File: config.mk
export PLATFORM = sky130hd
export DESIGN_NAME = sad_search_ctrl
export DESIGN_NICKNAME = d
export VERILOG_FILES = /design/src/rtl/sad_search_ctrl_pkg.sv /design/src/rtl/sad_best_tracker.sv /design/src/rtl/sad_search_ctrl.sv
export SDC_FILE = /design/constraint.sdc
export NUM_CORES = 1
export LEC_CHECK = 0
export ABC_AREA = 1
export ABC_CLOCK_PERIOD_IN_PS = 3800
export BUFFER_PORTS_ARGS = -buffer_cell sky130_fd_sc_hd__buf_2
export CAP_MARGIN = 20
export CORE_ASPECT_RATIO = 0.75
export CORE_MARGIN = 2
export CORE_UTILIZATION = 35
export CTS_CLUSTER_SIZE = 24
export DETAILED_ROUTE_END_ITERATION = 10
export HOLD_SLACK_MARGIN = 0.03
export SYNTH_ARGS = -nofsm -noshare
export SYNTH_HDL_FRONTEND = slang
export SYNTH_SLANG_ARGS = --single-unit
File: constraint.sdc
create_clock -name clk -period 3.8 [get_ports clk]
set_input_delay 0.57 -clock clk [delete_from_list [all_inputs] [get_ports clk]]
set_output_delay 0.57 -clock clk [all_outputs]
set_load 0.02 [all_outputs]
File: src/rtl/sad_search_ctrl_pkg.sv
// Shared types and constants for the SAD candidate search controller.
package sad_search_ctrl_pkg;

    localparam int WIDTH_DEF   = 8;
    localparam int N_BEATS_DEF = 16;
    localparam int N_CAND_DEF  = 8;

    // One clear cycle, the read burst, one drain cycle and one compare cycle.
    localparam int CAND_CYCLES = N_BEATS_DEF + 3;

    function automatic int sad_width(input int pix_w);
        return pix_w + 6;
    endfunction

    localparam int SAD_W_DEF = sad_width(WIDTH_DEF);

    typedef enum logic [2:0] {
        ST_IDLE,
        ST_CLEAR,
        ST_READ,
        ST_DRAIN,
        ST_COMPARE,
        ST_DONE
    } state_t;

endpackage

File: src/rtl/sad_best_tracker.sv
// Running-minimum register for the SAD search: keeps the smallest SAD and its candidate index.
module sad_best_tracker #(
    parameter int SAD_W  = 14,
    parameter int CIDX_W = 3
) (
    input  logic              clk,
    input  logic              rst,
    input  logic              load_first,
    input  logic              cmp_en,
    input  logic [SAD_W-1:0]  sad_in,
    input  logic [CIDX_W-1:0] cand,
    output logic [SAD_W-1:0]  best_sad,
    output logic [CIDX_W-1:0] best_idx
);

    logic take;

    // Strict less-than keeps the lower index on ties.
    assign take = cmp_en && (load_first || (sad_in < best_sad));

    always_ff @(posedge clk or negedge rst) begin
        if (!rst) begin
            best_sad <= '0;
            best_idx <= '0;
        end else if (take) begin
            best_sad <= sad_in;
            best_idx <= cand;
        end
    end

endmodule

File: src/rtl/sad_search_ctrl.sv
// Sequences one SAD datapath over N_CAND candidate blocks and reports the best match.
//   state   | meaning
//   IDLE    | waiting for start
//   CLEAR   | clear accumulator, beat = 0
//   READ    | issue N_BEATS reads for the current candidate
//   DRAIN   | last beat accumulates
//   COMPARE | sad_in complete, update best, pick next candidate
//   DONE    | result valid until ack
module sad_search_ctrl
    import sad_search_ctrl_pkg::*;
#(
    parameter int WIDTH   = WIDTH_DEF,
    parameter int N_BEATS = N_BEATS_DEF,
    parameter int N_CAND  = N_CAND_DEF,
    parameter int BEAT_W  = 4,
    parameter int CIDX_W  = 3,
    parameter int SAD_W   = sad_width(WIDTH)
) (
    input  logic                     clk,
    input  logic                     rst,
    input  logic                     start,
    input  logic                     ack,
    input  logic                     abort,
    output logic [BEAT_W-1:0]        ori_addr,
    output logic [CIDX_W+BEAT_W-1:0] can_addr,
    output logic                     mem_rd,
    output logic                     sad_clr,
    output logic                     sad_en,
    input  logic [SAD_W-1:0]         sad_in,
    output logic                     busy,
    output logic                     done,
    output logic [SAD_W-1:0]         best_sad,
    output logic [CIDX_W-1:0]        best_idx
);

    state_t              state;
    state_t              state_nxt;
    logic [BEAT_W-1:0]   beat;
    logic [CIDX_W-1:0]   cand;
    logic                sad_en_q;
    logic                last_beat;
    logic                last_cand;
    logic                kill;

    assign last_beat = (beat == BEAT_W'(N_BEATS - 1));
    assign last_cand = (cand == CIDX_W'(N_CAND - 1));
    assign kill      = abort && (state != ST_IDLE);

    always_ff @(posedge clk or negedge rst) begin
        if (!rst) begin
            state <= ST_IDLE;
        end else begin
            state <= state_nxt;
        end
    end

    always_comb begin
        state_nxt = state;
        if (kill) begin
            state_nxt = ST_IDLE;
        end else begin
            case (state)
                ST_IDLE:    if (start && !abort) state_nxt = ST_CLEAR;
                ST_CLEAR:   state_nxt = ST_READ;
                ST_READ:    if (last_beat) state_nxt = ST_DRAIN;
                ST_DRAIN:   state_nxt = ST_COMPARE;
                ST_COMPARE: state_nxt = last_cand ? ST_DONE : ST_CLEAR;
                ST_DONE:    if (ack) state_nxt = ST_IDLE;
                default:    state_nxt = ST_IDLE;
            endcase
        end
    end

    always_comb begin
        mem_rd  = 1'b0;
        sad_clr = 1'b0;
        busy    = 1'b1;
        done    = 1'b0;
        case (state)
            ST_IDLE:  busy    = 1'b0;
            ST_CLEAR: sad_clr = 1'b1;
            ST_READ:  mem_rd  = 1'b1;
            ST_DONE:  done    = 1'b1;
            default:  ;
        endcase
    end

    always_ff @(posedge clk or negedge rst) begin
        if (!rst) begin
            beat <= '0;
            cand <= '0;
        end else if (kill) begin
            beat <= '0;
            cand <= '0;
        end else begin
            case (state)
                ST_IDLE:    if (start) cand <= '0;
                ST_CLEAR:   beat <= '0;
                ST_READ:    beat <= beat + BEAT_W'(1);
                ST_COMPARE: if (!last_cand) cand <= cand + CIDX_W'(1);
                default:    ;
            endcase
        end
    end

    // Memory data lands one cycle after the read strobe, so accumulation trails it by one.
    always_ff @(posedge clk or negedge rst) begin
        if (!rst) begin
            sad_en_q <= 1'b0;
        end else begin
            sad_en_q <= mem_rd && !abort;
        end
    end

    assign sad_en   = sad_en_q;
    assign ori_addr = beat;
    assign can_addr = {cand, beat};

    // An abort landing on COMPARE must not leave a partial result behind.
    sad_best_tracker #(
        .SAD_W  (SAD_W),
        .CIDX_W (CIDX_W)
    ) u_best (
        .clk        (clk),
        .rst        (rst),
        .load_first (cand == '0),
        .cmp_en     ((state == ST_COMPARE) && !abort),
        .sad_in     (sad_in),
        .cand       (cand),
        .best_sad   (best_sad),
        .best_idx   (best_idx)
    );

endmodule

---- Word-level counts from Yosys, hierarchy flattened ----
Cells that the tools add are included.
storage, ports and cells
  flip-flop bits (word level) ............. 28
  input bits .............................. 19
cells by class
  $add $sub $neg .......................... 2
  order comparisons ....................... 1
  equal/unequal tests ..................... 12
  mux-type cells .......................... 16
  reductions and logical operators ........ 14
operators by type and width
  cell                   number
  $mux W3                8
  $pmux W3 S6            1
  $ne A3 B3 Y1 const B   5
  $lt A14 B14 Y1         1
  $eq A3 B3 Y1 const B   3
  $reduce_bool A3 Y1     3
  $pmux W4 S2            1
  $eq A3 B2 Y1 const B   2
  $logic_not A3 Y1       2
  $pmux W3 S2            1
  $reduce_and A3 Y1      2
  $logic_and A1 B1 Y1    5
  $add A4 B1 Y4 const B  1
  $eq A4 B4 Y1 const B   1
  $mux W1                4
  $mux W4                1
  $add A3 B1 Y3 const B  1
  $eq A3 B1 Y1 const B   1
  $logic_not A1 Y1       1
  $logic_or A1 B1 Y1     1

---- Logic depth before layout (Yosys ltp) ----
  depth in word-level cells ............... 5
  mapped depth ............................ 13
  depth with buffers taken out ............ 12

---- By module ----
A second synthesis with hierarchy kept.
unflattened totals
  cells, all modules ...................... 235
  area total of the unflattened synthesis .. 1794.2 sq um
by module, submodules not included
  module            instances  cells each  area each (sq um)  seq. area each (sq um)
  sad_best_tracker  1          143         1068.5             425.4
  sad_search_ctrl   1          92          725.7              275.3

---- Worst setup path after synthesis ----
No wires, ideal clock.
  kind .................................... input to register
  start ................................... input sad_in[13]
  end ..................................... register u_best.best_sad[10]
  arrival ................................. 1691 ps
  setup slack ............................. 1991 ps
  stages .................................. 12
  path buffers ............................ 1
  path through ............................ ha_1 -> nand2_2 -> inv_1 -> nand2_1 -> nand2_1 -> a21oi_1 -> nand2_2 -> nand2_4 -> nand2_8 -> buf_8 -> nand2_1 -> nand2_1
between the ends
  word-level cells in the longest chain between the ends .. 3
RTL lines
  element               RTL line                source
  start, declared       sad_search_ctrl.sv:29   input logic [SAD_W-1:0] sad_in,
  $lt A14 B14 Y1        sad_best_tracker.sv:19  assign take = cmp_en && (load_first || (sad_in < best_sad));
  $logic_or A1 B1 Y1    sad_best_tracker.sv:19
  $logic_and A1 B1 Y1   sad_best_tracker.sv:19
  end signal, assigned  sad_best_tracker.sv:26  best_sad <= sad_in;
  end, declared         sad_best_tracker.sv:12  output logic [SAD_W-1:0] best_sad,
No other way between the ends.
A chain may end at the register's enable or synchronous reset.

---- Worst setup path in the final report ----
  start ................................... register u_best.best_sad[13]
  end ..................................... register u_best.best_idx[2]
between the ends
  word-level cells in the longest chain between the ends .. 3
RTL lines
  element               RTL line                source
  $lt A14 B14 Y1        sad_best_tracker.sv:19
  $logic_or A1 B1 Y1    sad_best_tracker.sv:19
  $logic_and A1 B1 Y1   sad_best_tracker.sv:19
  end signal, assigned  sad_best_tracker.sv:27  best_idx <= cand;
  end, declared         sad_best_tracker.sv:13  output logic [CIDX_W-1:0] best_idx
No other way between the ends.

==> qor.yml <==
timing:
  worst_clock_skew_ns: 0.0127
  finalSetupViolCount: 0
  grt_setup_unrepaired: "no"
  worstMarginPinSlew_ns: 0.647
  hold_viol_final: 0
  fin_crit_sh_pct: 48.3
  timing.final.crit_period_ns: 1.84
  slew_violations: 0
  hold_ws_ns: 0.294
  fin_tns_setup_ns: 0
  max_freq_ghz: 0.545
  relSlewSlack_pct: 56.9
finish:
  multi_input_area_um2: 830
  ff_latch_area_um2: 701
  drive_above_1_share_pct: 24.1
  finalCoreUtilization_pct: 42.8
  syn2layout_area_growth_pct: 19.4
  antennaDiodeCount: 0
  n_fill_cell: 522
  fin_nets: 307
cts:
  h-tree-depth: 1
  cts_made_buffers: 3
  cts-hold-fix-buffers: 0
  post_cts_buffers: 0
  cts-resized-gates: 0
  clk_pin_slew_ns: 0.11
  ctsRootBufferMaster: "clkbuf_8"
  cts_tree: "yes"
  cts_sinks: 28
  clockBufferDepth: 2
  clk_latency_ns: 0.28
setup_path:
  critPathCaptureType: "flip-flop"
  cp.required_ns: 3.97
  slowest_delay_ns: 0.39
  reg2reg_slack_ns: 1.96
  worstPathArrival_ns: 2.00
  worst-path-max-fanout: 18
  path_cells: "inv_1, ha_1, nand2_2, inv_1, nand2_1, nand2_1, a21oi_1, nand2_2, nand2_4, nand2_8, nand2_1, nand2_1"
  path_class: "reg -> reg"
  critPathSlowestCell: "dfrtp_1"
  cp-start-kind: "flip-flop"
  path_common_cell: "nand2_1"
synth:
  syn_area_per_cell_um2: 7.79
  synth_area_leaders: "dfrtp_1, nand2_1, ha_1, inv_1, nand3_1"
  synth_top_area_cell: "dfrtp_1"
  synth_fp_nets: 259
  synth_top_cell_area_share_pct: 40.3
  synth_edf_count: 0
  ys_warn_count: 0
  ys_types: 23
  synthCells: 223
  synth-async-reset-ratio_pct: 100
  synthTopCellsByCount: "nand2_1, inv_1, dfrtp_1"
  synth_seq_area_share_pct: 40.3
  synth-main-ff-cell: "dfrtp_1"
  mappedNetlistArea_um2: 1740
  yosysMostFrequentCell: "nand2_1"
  ys_seq_elements: 28
global_routing:
  grt_pass1_wl_um: 6250
  antenna_found_initial: 0
  grt_pass1_vias: 1411
  grt_max_degree: 29
  grt.overflow.total: 0
  grtUsageTotal_pct: 14.1
floorplan:
  die_h_um: 65.0
  die-area_um2: 5550
  initial_core_util_pct: 35.9
  die_w_um: 85.4
  core_area_um2: 4840
  std_cell_rows: 22
  io_pins: 52
drt:
  via_count: 1496
  drt_drc_violations_left: 0
  drtIter0Drc: 72
  first_pass_iters: 5
  ant_nets: 0
  via_per_inst: 4.53
  drt_wl_total_um: 3690
  wl_per_cell_um: 11.2
power:
  p_per_area_nw_per_um2: 717
  ir_drop_v: 0.000289
  p_leak_nw: 1.22
hold_path:
  hp-class: "in -> async"
flow_run:
  maxCapViolations: 0
run_status:
  run_status: "completed"
placement:
  io_buffer_count: 51
  dpl.hpwl_um: 2730
  routabilityCongestion: 0.757
==> per-layer routing <==
layer	up-vias	track usage (%)	routed length, µm
met5	-	0	0
met4	0	2.38	14
li1	790	-	-
met3	2	3.69	181
met2	35	22.8	1580
met1	669	19.3	1910
==> sequential cells by signal, summed over array words and instances (netlist names) <==
name,cells
cand,3
ori_addr,4
sad_en,1
state,3
u_best.best_idx,3
u_best.best_sad,14
==> per-stage QoR <==
| step | power, W | cells | instance area (µm²) | setup slack, ns |
|---|---|---|---|---|
| global placement | 0.00125 | 326 | 2000 | 1.71 |
| global route | 0.00163 | 330 | 2070 | 1.74 |
| floorplan | 0.00105 | 223 | 1740 | 1.99 |
| detailed placement | 0.00126 | 326 | 2000 | 1.70 |
| finish | 0.00149 | 330 | 2070 | 1.96 |
| CTS | 0.00151 | 330 | 2070 | 1.91 |
==> worst max-delay path: cells and delay by family (launching register included) <==
kind,cells,cell delay (ns)
compound gates,1,0.17
fa+ha+maj,1,0.29
buf+inv,2,0.09
flops,1,0.39
simple gates,8,0.77
==> cells in the final DEF, fill, tap and decap left out <==
cell / synthesis / final
nand2_1: 71 / 71
buf_2: 1 / 51
inv_1: 37 / 37
dfrtp_1: 28 / 28
nand3_1: 24 / 24
ha_1: 17 / 17
nor2_1: 8 / 8
a21oi_1: 8 / 8
o21ai_0: 6 / 6
nand2_2: 3 / 3
clkbuf_8: 0 / 3
nor2_2: 2 / 2
o21ai_1: 2 / 2
nor3_4: 1 / 1
a22o_1: 1 / 1
nand2_4: 1 / 1
inv_2: 1 / 1
nand2_8: 1 / 1
nand4_1: 1 / 1
xor2_1: 1 / 1
or2_0: 1 / 1
nand3b_2: 1 / 1
bufinv_16: 0 / 1
==> cell type report <==
type	instances	area share [%]
clock inverters	1	1.45
inverters	38	6.88
multi-input cells	149	40.0
flip-flops and latches	28	33.8
repair buffers	51	12.3
clock buffers	3	1.99
well taps	60	3.62
==> power by group <==
group	internal, W	switching [W]	leakage, nW	total, W
clock network	0.000141	0.000101	0.0357	0.000243
registers	0.000402	0.0000984	0.376	0.000500
logic	0.000261	0.000484	0.813	0.000745
total	0.000804	0.000684	1.22	0.00149
==> final timing paths <==
path,cells past startpoint,endpoint,startpoint
worst max-delay path,12,u_best.best_idx[2],u_best.best_sad[13]
worst min-delay path,1,ori_addr[1],rst
worst max register to register,12,u_best.best_idx[2],u_best.best_sad[13]
worst min register to register,2,u_best.best_idx[0],u_best.best_idx[0]
max in group asynchronous,1,cand[2],rst
min in group clk,2,u_best.best_idx[0],u_best.best_idx[0]
==> logic make-up after synthesis <==
family / synth area share, %
fa+ha+maj: 12.2
buf+inv: 11.9
xor+xnor: 0.504
flops: 40.3
compound gates: 5.11
simple gates: 29.9
Note: power is estimated with default switching activity, not from simulation.
